`config.mk`:
```
export PLATFORM = sky130hd
export DESIGN_NAME = neuron_mac_ctrl
export DESIGN_NICKNAME = d
export VERILOG_FILES = /design/src/rtl/neuron_mac_ctrl.sv
export SDC_FILE = /design/constraint.sdc
export NUM_CORES = 1
export LEC_CHECK = 0
export CORE_AREA = 2 2 131 133
export CTS_CLUSTER_DIAMETER = 200
export DETAILED_ROUTE_END_ITERATION = 12
export DIE_AREA = 0 0 133 135
export GPL_ROUTABILITY_DRIVEN = 0
export HOLD_SLACK_MARGIN = 0.03
export PLACE_DENSITY = 0.73
export RECOVER_POWER = 100
export SLEW_MARGIN = 20
export SYNTH_ARGS = -nofsm -noshare
export SYNTH_HDL_FRONTEND = slang
export SYNTH_SLANG_ARGS = --single-unit
```
`constraint.sdc`:
```
create_clock -name clk -period 3.95 [get_ports clk]
set_input_delay 0.79 -clock clk [delete_from_list [all_inputs] [get_ports clk]]
set_output_delay 0.79 -clock clk [all_outputs]
set_load 0.05 [all_outputs]
```
`src/rtl/neuron_mac_ctrl.sv`:
```
// Dot-product sequencer: result = bias + sum(x[k]*w[k]), k < min(len,16).
// Ports: clk/rst_n, start/len/bias/busy/done/result, addr/x_data/w_data,
//        mul_a/mul_b/mul_p (ext multiplier), add_a/add_b/add_s (ext adder).
module neuron_mac_ctrl (
  input  logic        clk,
  input  logic        rst_n,
  input  logic        start,
  input  logic [4:0]  len,
  input  logic [31:0] bias,
  output logic        busy,
  output logic        done,
  output logic [31:0] result,
  output logic [3:0]  addr,
  input  logic [31:0] x_data,
  input  logic [31:0] w_data,
  output logic [31:0] mul_a,
  output logic [31:0] mul_b,
  input  logic [31:0] mul_p,
  output logic [31:0] add_a,
  output logic [31:0] add_b,
  input  logic [31:0] add_s
);

  typedef enum logic [2:0] {
    IDLE,
    FETCH,
    MUL,
    ACC,
    DONE
  } state_t;

  state_t      state;
  state_t      state_nx;
  logic [3:0]  k;
  logic [3:0]  k_nx;
  logic [4:0]  len_eff;
  logic [4:0]  len_nx;
  logic [4:0]  len_clamp;
  logic [31:0] acc;
  logic [31:0] acc_nx;
  logic [31:0] prod;
  logic [31:0] prod_nx;
  logic [31:0] res_q;
  logic [31:0] res_nx;
  logic        last;

  assign len_clamp = (len > 5'd16) ? 5'd16 : len;

  // k tops out at 15, so compare in 5 bits to cover len_eff=16.
  assign last   = ({1'b0, k} == (len_eff - 5'd1));
  assign result = res_q;

  always_ff @(posedge clk or negedge rst_n) begin
    if (!rst_n) begin
      state   <= IDLE;
      k       <= '0;
      len_eff <= '0;
      acc     <= '0;
      prod    <= '0;
      res_q   <= '0;
    end else begin
      state   <= state_nx;
      k       <= k_nx;
      len_eff <= len_nx;
      acc     <= acc_nx;
      prod    <= prod_nx;
      res_q   <= res_nx;
    end
  end

  always_comb begin
    state_nx = state;
    k_nx     = k;
    len_nx   = len_eff;
    acc_nx   = acc;
    prod_nx  = prod;
    res_nx   = res_q;
    busy     = 1'b0;
    done     = 1'b0;
    addr     = '0;
    mul_a    = '0;
    mul_b    = '0;
    add_a    = '0;
    add_b    = '0;
    unique case (state)
      IDLE: begin
        if (start) begin
          len_nx   = len_clamp;
          acc_nx   = bias;
          k_nx     = '0;
          state_nx = (len_clamp != 5'd0) ? FETCH : DONE;
        end
      end
      FETCH: begin
        busy     = 1'b1;
        addr     = k;
        state_nx = MUL;
      end
      MUL: begin
        busy     = 1'b1;
        mul_a    = x_data;
        mul_b    = w_data;
        prod_nx  = mul_p;
        state_nx = ACC;
      end
      ACC: begin
        busy   = 1'b1;
        add_a  = acc;
        add_b  = prod;
        acc_nx = add_s;
        if (last) begin
          state_nx = DONE;
        end else begin
          k_nx     = k + 4'd1;
          state_nx = FETCH;
        end
      end
      DONE: begin
        busy     = 1'b1;
        done     = 1'b1;
        res_nx   = acc;
        state_nx = IDLE;
      end
      default: state_nx = IDLE;
    endcase
  end

endmodule

```
==> key figures, run 1 <==
Run status
  – Status: finished, violations left
  – Failing checks: max-capacitance violations, max-slew violations

Finish
  – Final instance area: roughly 9200 um^2
  – Commonest non-fill, non-tap cell in the layout: clkdlybuf4s50_1
  – NumNets Final: 1022
  – N_diodes: 0
  – Layout cells sized above 1: 0.116
  – Synthesis-to-finish area growth: 67.5%
  – Most frequent cells in the layout: 165 x clkdlybuf4s50_1, 153 x dlygate4sd3_1, 131 x and2_1

CTS
  – CTS tree: yes
  – CTS max path bufs: 2
  – Post-CTS Setup Bufs: 0
  – TritonCTS sink count: ~110
  – Hold-fix buffers, CTS: 0
  – CTS clk-pin slew, worst paths: roughly 0.07 ns
  – Worst skew pair latency: ~0.35 ns
  – H-tree Lvls: 3
  – Post-CTS sizing: 0
  – CTS Buf Count: 9
  – CTS Root Cell: clkbuf_16

GRT
  – Initial antenna violation count: 1
  – Pin count of the biggest net entering global routing: 97
  – GRT met3 Usage: 0.0623
  – Global-route usage over all layers: 0.207
  – Grt met2 use: 0.359
  – Aggregate global routing overflow: 0
  – Vias in the first global route: approximately 5000
  – Gr busiest metal: met2
  – Met1 Track Usage GR: 0.241
  – First-pass GRT wire length: about 28000 um

Floorplanning
  – Die width: 133 um
  – Number of core rows: 47
  – Die height: 135 um
  – Initial Util: 0.333
  – Area of the core: about 16000 um^2
  – IO Pins: 334
  – DIE AREA: 18000 um^2

Setup path
  – Critical path data required time: 3.16 ns
  – CP Max Fanout: 96
  – Setup CP Type: reg2out
  – Crit path cell chain: inv_1, nor3_1, buf_12, and2_1, dlygate4sd3_1
  – CP Launch Type: flop
  – Crit path capture: mul_a[24]
  – CP Capture Type: output port
  – R2R setup slack: 1.01 ns
  – Crit-path slowest cell: dlygate4sd3_1
  – CP peak stage delay: roughly 0.87 ns
  – Worst setup path start: state[1]
  – End of the worst register-to-register path: result[9]
  – Critical R2R Launch: state[1]
  – WP data arrival: 2.78 ns
  – FF-to-FF path depth: 4

Logic synthesis
  – Top post-synthesis cells by area: dfrtp_1 49%, and2_1 15%, mux2_2 13%
  – Post-synth top area share: 0.495
  – Mapped Area: around 5500 um^2
  – Register area share after synthesis: 0.495
  – Synth warnings: 0
  – Synthesis-stage register bit count: 108
  – Synth area leader: dfrtp_1
  – Syn Nets: about 700
  – Mapped Avg Cell Area: between 10 and 15 um^2
  – Distinct cell type count after synthesis: 36
  – Cell count after synthesis: 534

Power and ir drop
  – Switch Pwr: slightly below 4000 uW
  – Clk pwr share: 0.121
  – Power per Cell Area: between 800 and 900 nW/um^2
  – Register share of total power: 0.250
  – LEAKAGE: 0.00427 uW
  – Worst vdd ir: around 0.39 mV
  – Combinational share of power: 0.630
  – Internal Power: 3750 uW
  – Switching part of the total: 0.510

Routing
  – ANT nets after route: 0
  – TritonRoute pass-1 iters: 4
  – DRC Markers: 0
  – Routed WL: around 19000 um
  – DR iter-0 viols: 168
  – Routed vias/inst: 4.64
  – DR vias: 4997
  – Avg WL per Cell: between 15 and 20 um

STA
  – Hold_ws: about 0.5 ns
  – Slew @ Worst Pin: between 1.5 and 2 ns
  – Relative slew slack: -0.290
  – Tmin final: about 3.6 ns
  – Post-Route Setup TNS: 0 ns
  – Fin crit share: 0.903
  – Max Slew Vio Count: 154
  – Worst-case clock skew: approximately 0.0078 ns
  – F_max: approximately 280 MHz
  – Setup violators final: 0
  – Final Hold Viols: 0
  – RSZ-0062 raised after global routing: no

Flow run
  – Max-cap violations: 4

Place
  – Placement Cell Area: about 9000 um^2
  – Dpl hpwl: between 10000 and 15000 um
  – Number of port buffers: around 330

Hold path
  – Worst hold path class: reg2reg
-- cell families (layout without fill, tap and decap cells) --
kind of cell             after synthesis  in the layout  share of synthesized area
AND/OR/NAND/NOR                      267            267                      0.265
AO/OA/AOI/OAI                         42             42                     0.0518
multiplexers                          66             66                      0.136
adder cells (fa/ha/maj)                2              2                    0.00458
flip-flops                           108            108                      0.495
buffers and inverters                 42            365                     0.0376
XOR/XNOR                               7              7                     0.0112
-- Yosys cell counts --
library cell and number:
a31o_2 1, o311ai_4 1, or4_1 1, nor3b_4 1, nor2_1 37, inv_1 2, nor3_4 1, nor3b_1 1
o32ai_1 1, xor2_1 2, clkbuf_1 13, xnor2_1 5, nor3_1 2, nand4b_1 2, mux2_2 64, dfrtp_1 108
clkbuf_2 6, o21ai_0 3, o21ai_1 1, buf_4 7, and4_4 1, nand2_1 76, and2_2 1, a21oi_1 2
inv_2 1, and2_1 133, buf_1 2, a31oi_1 32, buf_2 11, nor4b_4 1, a21oi_2 1, nand3b_1 7
and3_2 1, mux2i_1 2, ha_1 2, nand3_1 2
-- power by group through the flow --
stage	Clock [uW]	Combinational, uW	Sequential, uW
after detailed placement	0	5130	1950
after floorplan	0	3290	2080
final	924	4820	1910
after global routing	997	5120	1990
after CTS	956	5150	1930
after global placement	0	5090	1930
-- area by class of cell --
type | count | area (um^2)
clock buffer | 10 | 239
clock inverter | 6 | 62.6
tap | 220 | 275
fill | 1461 | 7250
timing repair buffer | 346 | 3350
multi-input combinational | 384 | 2510
inverter | 3 | 11.3
sequential | 108 | 2700
-- state kept, by name (all words and copies together), names as in the netlist --
name / flops
result: 32
state: 3
acc: 32
len_eff: 5
prod: 32
k: 4
-- worst max-delay path: cells and delay by family, from the launching register on --
kind	cells	cell delay, ns
buf+inv	3	1.37
simple gates	2	0.55
flops	1	0.47
-- through the flow --
stage / setup WS [ns] / std cells / util / total power, uW
after floorplan: 1.58 / 534 / - / 5370
after global placement: 0.923 / 1060 / 0.545 / 7020
after detailed placement: 0.849 / 1061 / 0.546 / 7080
after CTS: 0.458 / 1077 / 0.564 / 8030
after global routing: 0.224 / 1077 / 0.558 / 8110
final: 0.383 / 1077 / 0.558 / 7660
-- metal layers --
layer | vias up | share of wire
li1 | 2398 | -
met2 | 216 | 0.50
met5 | - | 0.00070
met4 | 2 | 0.026
met3 | 27 | 0.085
met1 | 2354 | 0.39
-- worst min-delay path by stage --
stage,start,to,slack [ns],cells past startpoint
after floorplan,prod[10],prod[10],0.47,1
after global placement,prod[15],prod[15],0.48,1
after detailed placement,prod[14],prod[14],0.49,1
after CTS,prod[9],prod[9],0.50,1
after global routing,result[18],result[18],0.51,1
final,prod[9],prod[9],0.50,1
Note: power is estimated with default switching activity, not from simulation.
==> run 2: changes to the inputs <==
CTS_CLUSTER_SIZE = 10   (was not set)
REMOVE_ABC_BUFFERS = 1   (was not set)
==> key figures, run 2 (synthesis results as in run 1) <==
Setup path
  – FF-to-FF path depth: 4
  – Crit path cell chain: inv_1, nor3_1, buf_12, and2_1, dlygate4sd3_1
  – Setup CP Type: reg2out
  – CP Max Fanout: 96
  – Critical path data required time: roughly 3.2 ns
  – WP data arrival: between 2 and 3 ns
  – Worst Path Buf+Inv: 3
  – CP peak stage delay: slightly below 0.9 ns
  – Critical R2R Launch: state[1]
  – CP Capture Type: output port
  – Crit-path slowest cell: dlygate4sd3_1
  – CP Launch Type: flop
  – R2R setup slack: roughly 1.1 ns
  – End of the worst register-to-register path: result[4]
  – Crit path max-delay family: buffers and inverters

Finish
  – Footprint of the multi-input gates: about 2500 um^2
  – Post-route insts no fill: around 1100
  – NumNets Final: 1018
  – Layout cells sized above 1: 0.105
  – Fin util: 0.560
  – Synthesis-to-finish area growth: 68.1%
  – FF+latch area: around 2700 um^2
  – Commonest non-fill, non-tap cell in the layout: dlygate4sd3_1
  – Most frequent cells in the layout: 167 x dlygate4sd3_1, 165 x clkdlybuf4s50_1, 132 x and2_1
  – Layout filler cell count: around 1500

STA
  – Worst-case clock skew: around 0.0067 ns
  – Final Hold Viols: 0
  – Fin crit share: 0.906
  – Hold_ws: a little under 0.5 ns
  – Worst setup margin: ~0.37 ns
  – Max Slew Vio Count: 130
  – Relative slew slack: -0.968
  – Setup violators final: 0
  – RSZ-0062 raised after global routing: no
  – Slew @ Worst Pin: a little under 3 ns
  – Post-Route Setup TNS: 0 ns
  – Tmin final: around 3.6 ns
  – F_max: 280 MHz

GRT
  – Aggregate global routing overflow: 0
  – First-pass GRT wire length: around 27000 um
  – Vias in the first global route: approximately 4700
  – Global-route usage over all layers: 0.193
  – Initial antenna violation count: 1
  – Pin count of the biggest net entering global routing: 97

Hold path
  – HP Start: prod[12]
  – Hold depth: 1
  – Worst hold path class: reg2reg
  – WHS Endpoint: prod[12]

Power and ir drop
  – Clk pwr share: 0.111
  – Internal Power: 3730 uW
  – Combinational share of power: 0.637
  – Worst vdd ir: 0.547 mV
  – Power per Cell Area: just over 800 nW/um^2
  – Register share of total power: 0.252
  – Switch Pwr: around 3800 uW
  – Switching part of the total: 0.507
  – LEAKAGE: around 0.0043 uW

Routing
  – Routed vias/inst: 4.61
  – Avg WL per Cell: 16.5 um
  – ANT nets after route: 0
  – Routed WL: roughly 18000 um
  – DRC Markers: 0
  – DR iter-0 viols: 186
  – TritonRoute pass-1 iters: 6
  – DR vias: 4939

Floorplanning
  – DIE AREA: between 15000 and 20000 um^2
  – Initial Util: 0.333
  – Number of core rows: 47
  – Die height: 135 um
  – Area of the core: ~16000 um^2
  – Die width: between 100 and 150 um
  – IO Pins: roughly 330

Run status
  – Failing checks: max-capacitance violations, max-slew violations
  – Status: finished, violations left

CTS
  – TritonCTS sink count: around 110
  – Worst skew pair latency: 0.34 ns
  – Post-CTS sizing: 0
  – Hold-fix buffers, CTS: 0
  – CTS clk-pin slew, worst paths: roughly 0.07 ns
  – CTS max path bufs: 2
  – CTS Buf Count: 9
  – CTS Root Cell: clkbuf_16
  – CTS tree: yes
  – Post-CTS Setup Bufs: 0
  – H-tree Lvls: 3

Place
  – Dpl hpwl: between 10000 and 15000 um
  – # placed instances: between 1000 and 1500
  – Number of port buffers: about 330
  – Place WS: ~0.9 ns

Flow run
  – Max-cap violations: 3
[run 2: cell count changes in the layout (fill, tap and decap cells not counted), moves of 3 or more]
cell / delta
clkbuf_1: -10
buf_4: -5
clkinv_2: -3
dlygate4sd3_1: +14
[run 2: layer usage]
layer | track usage | wire (um) | part of all wire
met3 | 0.0646 | 1500 | 0.085
met1 | 0.219 | 6760 | 0.38
met5 | 0 | 0 | 0
met2 | 0.347 | 9200 | 0.52
met4 | 0.0562 | 255 | 0.014
[run 2: worst reg2reg max path: stages (launching register included)]
cell      delay [ns]
dfrtp_1         0.45
nor2_1          0.25
and2_0          0.25
clkbuf_1        1.36
mux2_2          0.48
[run 2: worst max path at each step]
stage | start | to | slack (ns) | cells after the start
after floorplan | state[1] | mul_a[0] | 0.47 | 3
after global placement | state[1] | add_a[31] | 0.93 | 5
after detailed placement | state[1] | add_a[31] | 0.92 | 5
after CTS | state[1] | add_a[31] | 0.53 | 5
after global routing | state[1] | mul_b[5] | 0.21 | 5
final | state[1] | mul_a[2] | 0.37 | 5
[run 2: power by group through the flow]
stage	registers (uW)	clock network [uW]	logic, uW
after global placement	1920	0	5080
after detailed placement	1940	0	5110
final	1900	840	4810
after floorplan	2110	0	3160
after global routing	1980	921	5110
after CTS	1920	869	5120
[run 2: cell type report]
| cell class | instances | area share |
|---|---|---|
| flip-flops and latches | 108 | 0.294 |
| diodes | 1 | 0.000272 |
| inverters | 3 | 0.00123 |
| clock buffers | 13 | 0.0283 |
| clock inverters | 1 | 0.000954 |
| multi-input cells | 384 | 0.274 |
| well taps | 220 | 0.0300 |
| repair buffers | 342 | 0.371 |
[run 2: through the flow]
stage | total power (uW) | area (um^2)
after floorplan | 5280 | 5270
after global placement | 7000 | 8970
after detailed placement | 7050 | 8970
after CTS | 7910 | 9240
after global routing | 8000 | 9190
final | 7560 | 9190
==> run 3: changes to the inputs <==
PLACE_DENSITY = 0.83   (was 0.73)
==> key figures, run 3 (synthesis results as in run 1) <==
Run status
  – Status: finished, violations left
  – Failing checks: max-capacitance violations, max-slew violations

Floorplanning
  – Number of core rows: between 40 and 50
  – DIE AREA: 18000 um^2
  – Die height: approximately 140 um
  – IO Pins: 334
  – Area of the core: 16400 um^2
  – Initial Util: 0.333
  – Die width: about 130 um

STA
  – Max Slew Vio Count: 33
  – Tmin final: between 3 and 4 ns
  – Post-Route Setup TNS: 0 ns
  – Fin crit share: 0.911
  – Worst-case clock skew: 0.0139 ns
  – Slew @ Worst Pin: 1.96 ns
  – Relative slew slack: -0.310
  – Setup violators final: 0
  – Worst setup margin: approximately 0.35 ns
  – RSZ-0062 raised after global routing: no
  – Hold_ws: ~0.40 ns
  – F_max: 278 MHz
  – Final Hold Viols: 0

Setup path
  – Critical path data required time: roughly 3.2 ns
  – WP data arrival: 2.81 ns
  – CP Launch Type: flop
  – Setup CP Type: reg2out
  – CP Capture Type: output port
  – CP Max Fanout: 96

GRT
  – Aggregate global routing overflow: 0
  – First-pass GRT wire length: 27400 um
  – Initial antenna violation count: 4
  – Vias in the first global route: about 4900
  – Pin count of the biggest net entering global routing: 101
  – Global-route usage over all layers: 0.200

Place
  – Placement Cell Area: ~9000 um^2
  – Number of port buffers: 333
  – Place WS: slightly above 0.9 ns
  – Dpl hpwl: 14100 um

CTS
  – CTS max path bufs: 2
  – CTS tree: yes
  – TritonCTS sink count: about 110
  – Worst skew pair latency: 0.36 ns
  – Hold-fix buffers, CTS: 0
  – H-tree Lvls: 3
  – Post-CTS Setup Bufs: 0
  – CTS Buf Count: 9
  – CTS clk-pin slew, worst paths: around 0.070 ns
  – CTS Root Cell: clkbuf_16
  – Post-CTS sizing: 0

Routing
  – ANT nets after route: 0
  – DR vias: just under 5000
  – Routed vias/inst: about 4.6
  – DR iter-0 viols: ~220
  – Avg WL per Cell: 16.8 um
  – TritonRoute pass-1 iters: 7
  – Routed WL: roughly 18000 um
  – DRC Markers: 0

Finish
  – Layout cells sized above 1: 0.109
  – Layout filler cell count: around 1400
  – Commonest non-fill, non-tap cell in the layout: dlygate4sd3_1
  – NumNets Final: roughly 1000
  – Synthesis-to-finish area growth: 69.8%
  – Final instance area: 9280 um^2
  – Most frequent cells in the layout: 168 x dlygate4sd3_1, 164 x clkdlybuf4s50_1, 132 x and2_1

Flow run
  – Max-cap violations: 2

Power and ir drop
  – Total Power: between 7000 and 8000 uW
  – Worst vdd ir: ~0.41 mV
  – LEAKAGE: 0.00433 uW
  – Power per Cell Area: 832 nW/um^2

Hold path
  – Worst hold path class: in2async
-- run 3: cell count changes in the layout (fill, tap and decap cells not counted), sizes merged --
cell | before | now
clkbuf | 16 | 12
dlygate4sd3 | 167 | 168
inv | 3 | 4
clkdlybuf4s50 | 165 | 164
buf | 7 | 6
bufinv | 0 | 2
diode | 1 | 3
clkinv | 1 | 3
-- run 3: final timing paths --
check,start,end,slack (ns),cells after the start
max,state[1],mul_b[24],0.35,5
min,rst_n,acc[6],0.40,1
max reg2reg,state[1],result[10],0.97,4
min reg2reg,result[22],result[22],0.50,1
max in group asynchronous,rst_n,prod[10],2.61,2
min in group clk,result[22],result[22],0.50,1
-- run 3: per-layer routing --
metal	global-route usage	part of all wire	vias to the layer above
met5	0	0.00072	-
met4	0.107	0.038	2
met3	0.0619	0.091	39
met2	0.340	0.49	244
met1	0.226	0.38	2293
li1	-	-	2387
-- run 3: through the flow --
stage                     utilization  cells
after floorplan                     -    495
after global placement          0.548   1056
after detailed placement        0.548   1056
after CTS                       0.567   1071
after global routing            0.565   1074
final                           0.565   1074
-- run 3: power breakdown --
part	internal, uW	switching [uW]
Sequential	1590	341
Clock	554	410
Combinational	1690	3130
Total	3840	3880
-- run 3: final cells by class --
| type | instances | area [um^2] | share of cell area |
|---|---|---|---|
| Clock inverter | 6 | 87.6 | 0.00944 |
| Sequential cell | 108 | 2700 | 0.291 |
| Tap cell | 220 | 275 | 0.0297 |
| Multi-Input combinational cell | 384 | 2540 | 0.273 |
| Timing Repair Buffer | 341 | 3430 | 0.370 |
| Clock buffer | 9 | 225 | 0.0243 |
| Antenna cell | 3 | 7.51 | 0.000809 |
| Inverter | 3 | 11.3 | 0.00121 |
-- run 3: worst max-delay path, stage by stage, from the launching register on --
cell	delay, ns
dfrtp_1	0.48
inv_1	0.14
nor3_1	0.35
buf_12	0.35
and2_1	0.19
dlygate4sd3_1	0.88
==> patch 1, RTL diff (config.mk and constraints of run 1) <==
Register the output `add_a`; this adds one clock of latency there. The other outputs are not delayed to match.
--- a/src/rtl/neuron_mac_ctrl.sv
+++ b/src/rtl/neuron_mac_ctrl.sv
@@ -30,2 +30,4 @@
   } state_t;
+
+  logic [31:0] add_a_d;
 
@@ -82,3 +84,3 @@
     mul_b    = '0;
-    add_a    = '0;
+    add_a_d  = '0;
     add_b    = '0;
@@ -107,3 +109,3 @@
         busy   = 1'b1;
-        add_a  = acc;
+        add_a_d = acc;
         add_b  = prod;
@@ -127,2 +129,6 @@
 
+  always_ff @(posedge clk) begin
+    add_a <= add_a_d;
+  end
+
 endmodule
Function: changed (Yosys sat finds a counterexample within 4 cycles, from zero or initial values and one cycle with rst_n low).
==> patch 1 against run 1 <==
- the run still ends with max-capacitance violations, max-slew violations left
- final area increased by 11%
- synthesized cell count increased by 6.7%
- area after synthesis increased by 12%
- sequential cell count increased by 32
- setup slack got worse by 49 ps
- sequential power increased by 27%
- cell count increased by 4.8%
- utilization increased by 5.9 points
- wire length about the same
- die area unchanged
- total power increased by 16%
- first-iteration DRC count increased by 26%
- largest power group unchanged
==> patch 1: results (changes against run 1) <==
status:
  outcome: "finished, violations left"
  violations: "max-capacitance violations, max-slew violations"
drt:
  vias_per_cell: 4.58  # -1.3%
  wl_met2_mm: 9.67  # +2.8%
  finalWirelength_mm: 18.7  # about the same
  drt-met1-wl_mm: 7.05  # -2.2%
  avgRoutedWirePerCell_um: 16.6  # -4.5%
  drtIter0Drc: 212  # +26%
  wl_met3_mm: 1.49  # -6.1%
  drt_first_pass_iters: 6  # +2
placement:
  dp_hpwl_mm: 14.1  # -2.1%
  place_inst: 1094  # +3.1%
yosys:
  yosysSeqAreaShare_pct: 54.6  # +5.2 points
  ys_top_cells_by_count: "and2_1, dfrtp_1, nand2_1"
  async_reset_ff_share_pct: 77.1  # -23 points
  synthCells: 570  # +6.7%
  synth.area.top_cells: "dfrtp_1, and2_1, mux2_2"
  synth_cell_type_count: 31  # -14%
clock_network:
  clkLatencyLatePin_ps: 410  # +60 ps
  htreeDepth: 4  # +1
  cts_made_buffers: 17  # +8
power_and_ir_drop:
  power_frac_seq_pct: 27.2  # +2.2 points
  p_leak_nw: 4.66  # +9.1%
  peakVddDrop_v: 0.000515  # +32%
  internal-power_w: 0.00479  # +28%
  p_clk_w: 0.00167  # +81%
sta:
  report.final.slew_viol_count: 75  # -51%
  slew_headroom_pct: -48.1  # -19 points
  fin_skew_ps: 7.33  # -0.434 ps
setup_path:
  worst_ep_arrival_time_ps: 2830  # +50 ps
  cp_max_fo: 41  # -57%
finish:
  drive_gt1_share_pct: 11.7  # +0.15 points
run:
  maxCapViolCount: 2  # -2
global_route:
  grtUsageTotal_pct: 20.8  # +0.086 points
  grt_first_pass_wirelength_mm: 28.5  # +0.39%
  antenna_found_initial: 4  # +3
  grt_max_degree: 97  # unchanged
patch 1: area by class of cell:
type	count	area (um2)
Antenna cell	3	7.51
Clock buffer	18	429
Tap cell	220	275
Clock inverter	14	194
Fill cell	1379	6290
Timing Repair Buffer	344	3340
Inverter	4	15.0
Multi-Input combinational cell	386	2510
Sequential cell	140	3340
patch 1: layer usage:
layer | global-route usage [%] | vias up
met1 | 22.7 | 2402
met5 | 0 | -
met4 | 8.60 | 2
li1 | - | 2522
met3 | 7.77 | 34
met2 | 36.4 | 208
patch 1: worst paths after layout:
check	startpoint	endpoint	slack (ps)	depth (start not counted)
worst max-delay path	state[1]	add_b[30]	330	5
worst min-delay path	prod[1]	prod[1]	490	1
worst max register to register	state[0]	result[9]	900	4
worst min register to register	prod[1]	prod[1]	490	1
max in group asynchronous	rst_n	prod[0]	840	2
min in group asynchronous	rst_n	acc[16]	1020	1
patch 1: stage by stage:
step | util [%] | setup WS [ps] | total power, W | area (um2)
2_1_floorplan | - | 1540 | 0.00591 | 6120
3_3_place_gp | 58.5 | 954 | 0.00756 | 9600
3_5_place_dp | 58.5 | 895 | 0.00760 | 9600
4_1_cts | 62.3 | 446 | 0.00930 | 10200
5_1_grt | 61.7 | 199 | 0.00940 | 10100
6_report | 61.7 | 334 | 0.00892 | 10100
patch 1: logic make-up (layout without fill, tap and decap cells):
logic type	count (synthesis)	after routing	synth area share, %
other cells	0	3	0
xor+xnor	7	7	1.00
mux	68	68	12.4
fa+ha+maj	2	2	0.409
simple gates	270	270	23.7
compound gates	39	39	4.17
buf+inv	44	380	3.64
flops	140	140	54.6
patch 1: worst max-delay path: cells and delay by family (launching register included):
kind	cells	cell delay (ps)
buffers and inverters	3	1420
flip-flops	1	490
AND/OR/NAND/NOR	2	480
==> patch 2, RTL diff (flow settings as in run 1) <==
Made on the original files. Re-encode `state_t` (5 states) as Gray code, 3 bits wide.
--- a/src/rtl/neuron_mac_ctrl.sv
+++ b/src/rtl/neuron_mac_ctrl.sv
@@ -24,7 +24,7 @@
   typedef enum logic [2:0] {
-    IDLE,
-    FETCH,
-    MUL,
-    ACC,
-    DONE
+    IDLE  = 3'b000,
+    FETCH = 3'b001,
+    MUL   = 3'b011,
+    ACC   = 3'b010,
+    DONE  = 3'b110
   } state_t;
Check against the original RTL: same outputs for any inputs over 10 cycles, from zero or initial values and one cycle with rst_n low; not proved beyond that.
==> patch 2 against run 1 <==
- the flow still finishes with violations (max-capacitance violations, max-slew violations)
- register-to-register slack better by 140 ps
- area after synthesis is 0.37% lower
- total power is 0.78% lower
- sequential cell count stayed put
- final area is 1.6% higher
- wire length is 2.0% higher
- via count is 0.38% lower
- setup slack better by 88 ps
- critical path type unchanged
- largest cell class unchanged
- highest routed layer is now met4
==> patch 2: results (changes against run 1) <==
status:
  outcome: "finished, violations left"
  violations: "max-capacitance violations, max-slew violations"
drt:
  drtIter0Drc: 217  # +29%
  finalWirelength_mm: 19.1  # +2.0%
  vias_per_cell: 4.49  # -3.2%
placement:
  dp_hpwl_mm: 14.3  # -1.1%
  place_ws_ps: 856  # +7.21 ps
yosys:
  muxShareOfSynthArea_pct: 12.9  # -0.69 points
  synth_cell_type_count: 31  # -14%
  synth_xor_area_share_pct: 0.804  # -0.32 points
  yosysSeqAreaShare_pct: 49.6  # +0.18 points
  synth.area.top_cells: "dfrtp_1, and2_1, nand2_1"
  synth_nets: 737  # +4.7%
  ys_top_cells_by_count: "nand2_1, and2_1, dfrtp_1"
  synth_compound_area_share_pct: 4.53  # -0.65 points
setup_path:
  r2r_slack_ps: 1150  # +140 ps
  worst_r2r_path_depth: 5  # +1
  crit_path_end: "mul_a[10]"
  r2r-end: "acc[22]"
finish:
  drive_gt1_share_pct: 6.42  # -5.1 points
  fillers: 1447  # -0.96%
  num-nets-final: 1053  # +3.0%
sta:
  worst_pin_slew_ps: 2790  # +859 ps
  report.final.slew_viol_count: 112  # -27%
global_route:
  antenna_found_initial: 0  # -1
  grtUsageTotal_pct: 20.8  # +0.15 points
  grt_pass1_vias: 4963  # -1.0%
power_and_ir_drop:
  power_frac_seq_pct: 25.2  # +0.2 points
  p_leak_nw: 4.39  # +2.7%
  p_switching_w: 0.00376  # -3.8%
  peakVddDrop_v: 0.000442  # +13%
worst_hold_path:
  holdPathEnd: "result[6]"
  hp-start: "result[6]"
  min_path_cells: 2  # +1
run:
  maxCapViolCount: 3  # -1
patch 2: cell types whose count changed after synthesis, sizes merged, moves of 7 or more:
cell and change:
nand2 +66, buf -7, nor2 -31, a31oi -32, mux2 -32, mux2i +32, o21ai +33
patch 2: final cells by class:
| class | instances | share of cell area, % |
|---|---|---|
| repair buffers | 341 | 36.6 |
| flip-flops and latches | 108 | 29.1 |
| multi-input cells | 418 | 27.3 |
| well taps | 220 | 2.96 |
| clock buffers | 11 | 2.72 |
| clock inverters | 5 | 1.14 |
| inverters | 5 | 0.202 |
patch 2: worst reg2reg max path: stages, from the launching register on:
cell	delay, ps
dfrtp_1	460
nand2b_1	230
nor3_4	130
clkbuf_1	1440
mux2i_1	340
o21ai_0	100
patch 2: power by group through the flow:
stage               clock [W]  combinational [W]  sequential, W
finish                0.00107            0.00461        0.00192
global route          0.00114            0.00489        0.00198
CTS                   0.00110            0.00488        0.00193
detailed placement          0            0.00487        0.00194
global placement            0            0.00482        0.00193
floorplan                   0            0.00313        0.00206
patch 2: through the flow:
step | instances | power (W) | instance area [um2] | utilization (%) | hold slack (ps)
after detailed placement | 1092 | 0.00681 | 9000 | 54.8 | 466
after global routing | 1108 | 0.00801 | 9300 | 56.7 | 505
after global placement | 1092 | 0.00675 | 9000 | 54.8 | 458
after floorplan | 567 | 0.00519 | 5440 | - | 452
after CTS | 1108 | 0.00791 | 9360 | 57.0 | 482
final | 1108 | 0.00760 | 9300 | 56.7 | 469
patch 2: routing by layer:
layer	global-route usage (%)	share of wire (%)	up-vias
li1	-	-	2458
met1	26.9	44	2339
met2	34.3	49	163
met3	6.08	6.4	18
met4	5.44	1.3	0
met5	0	0	-
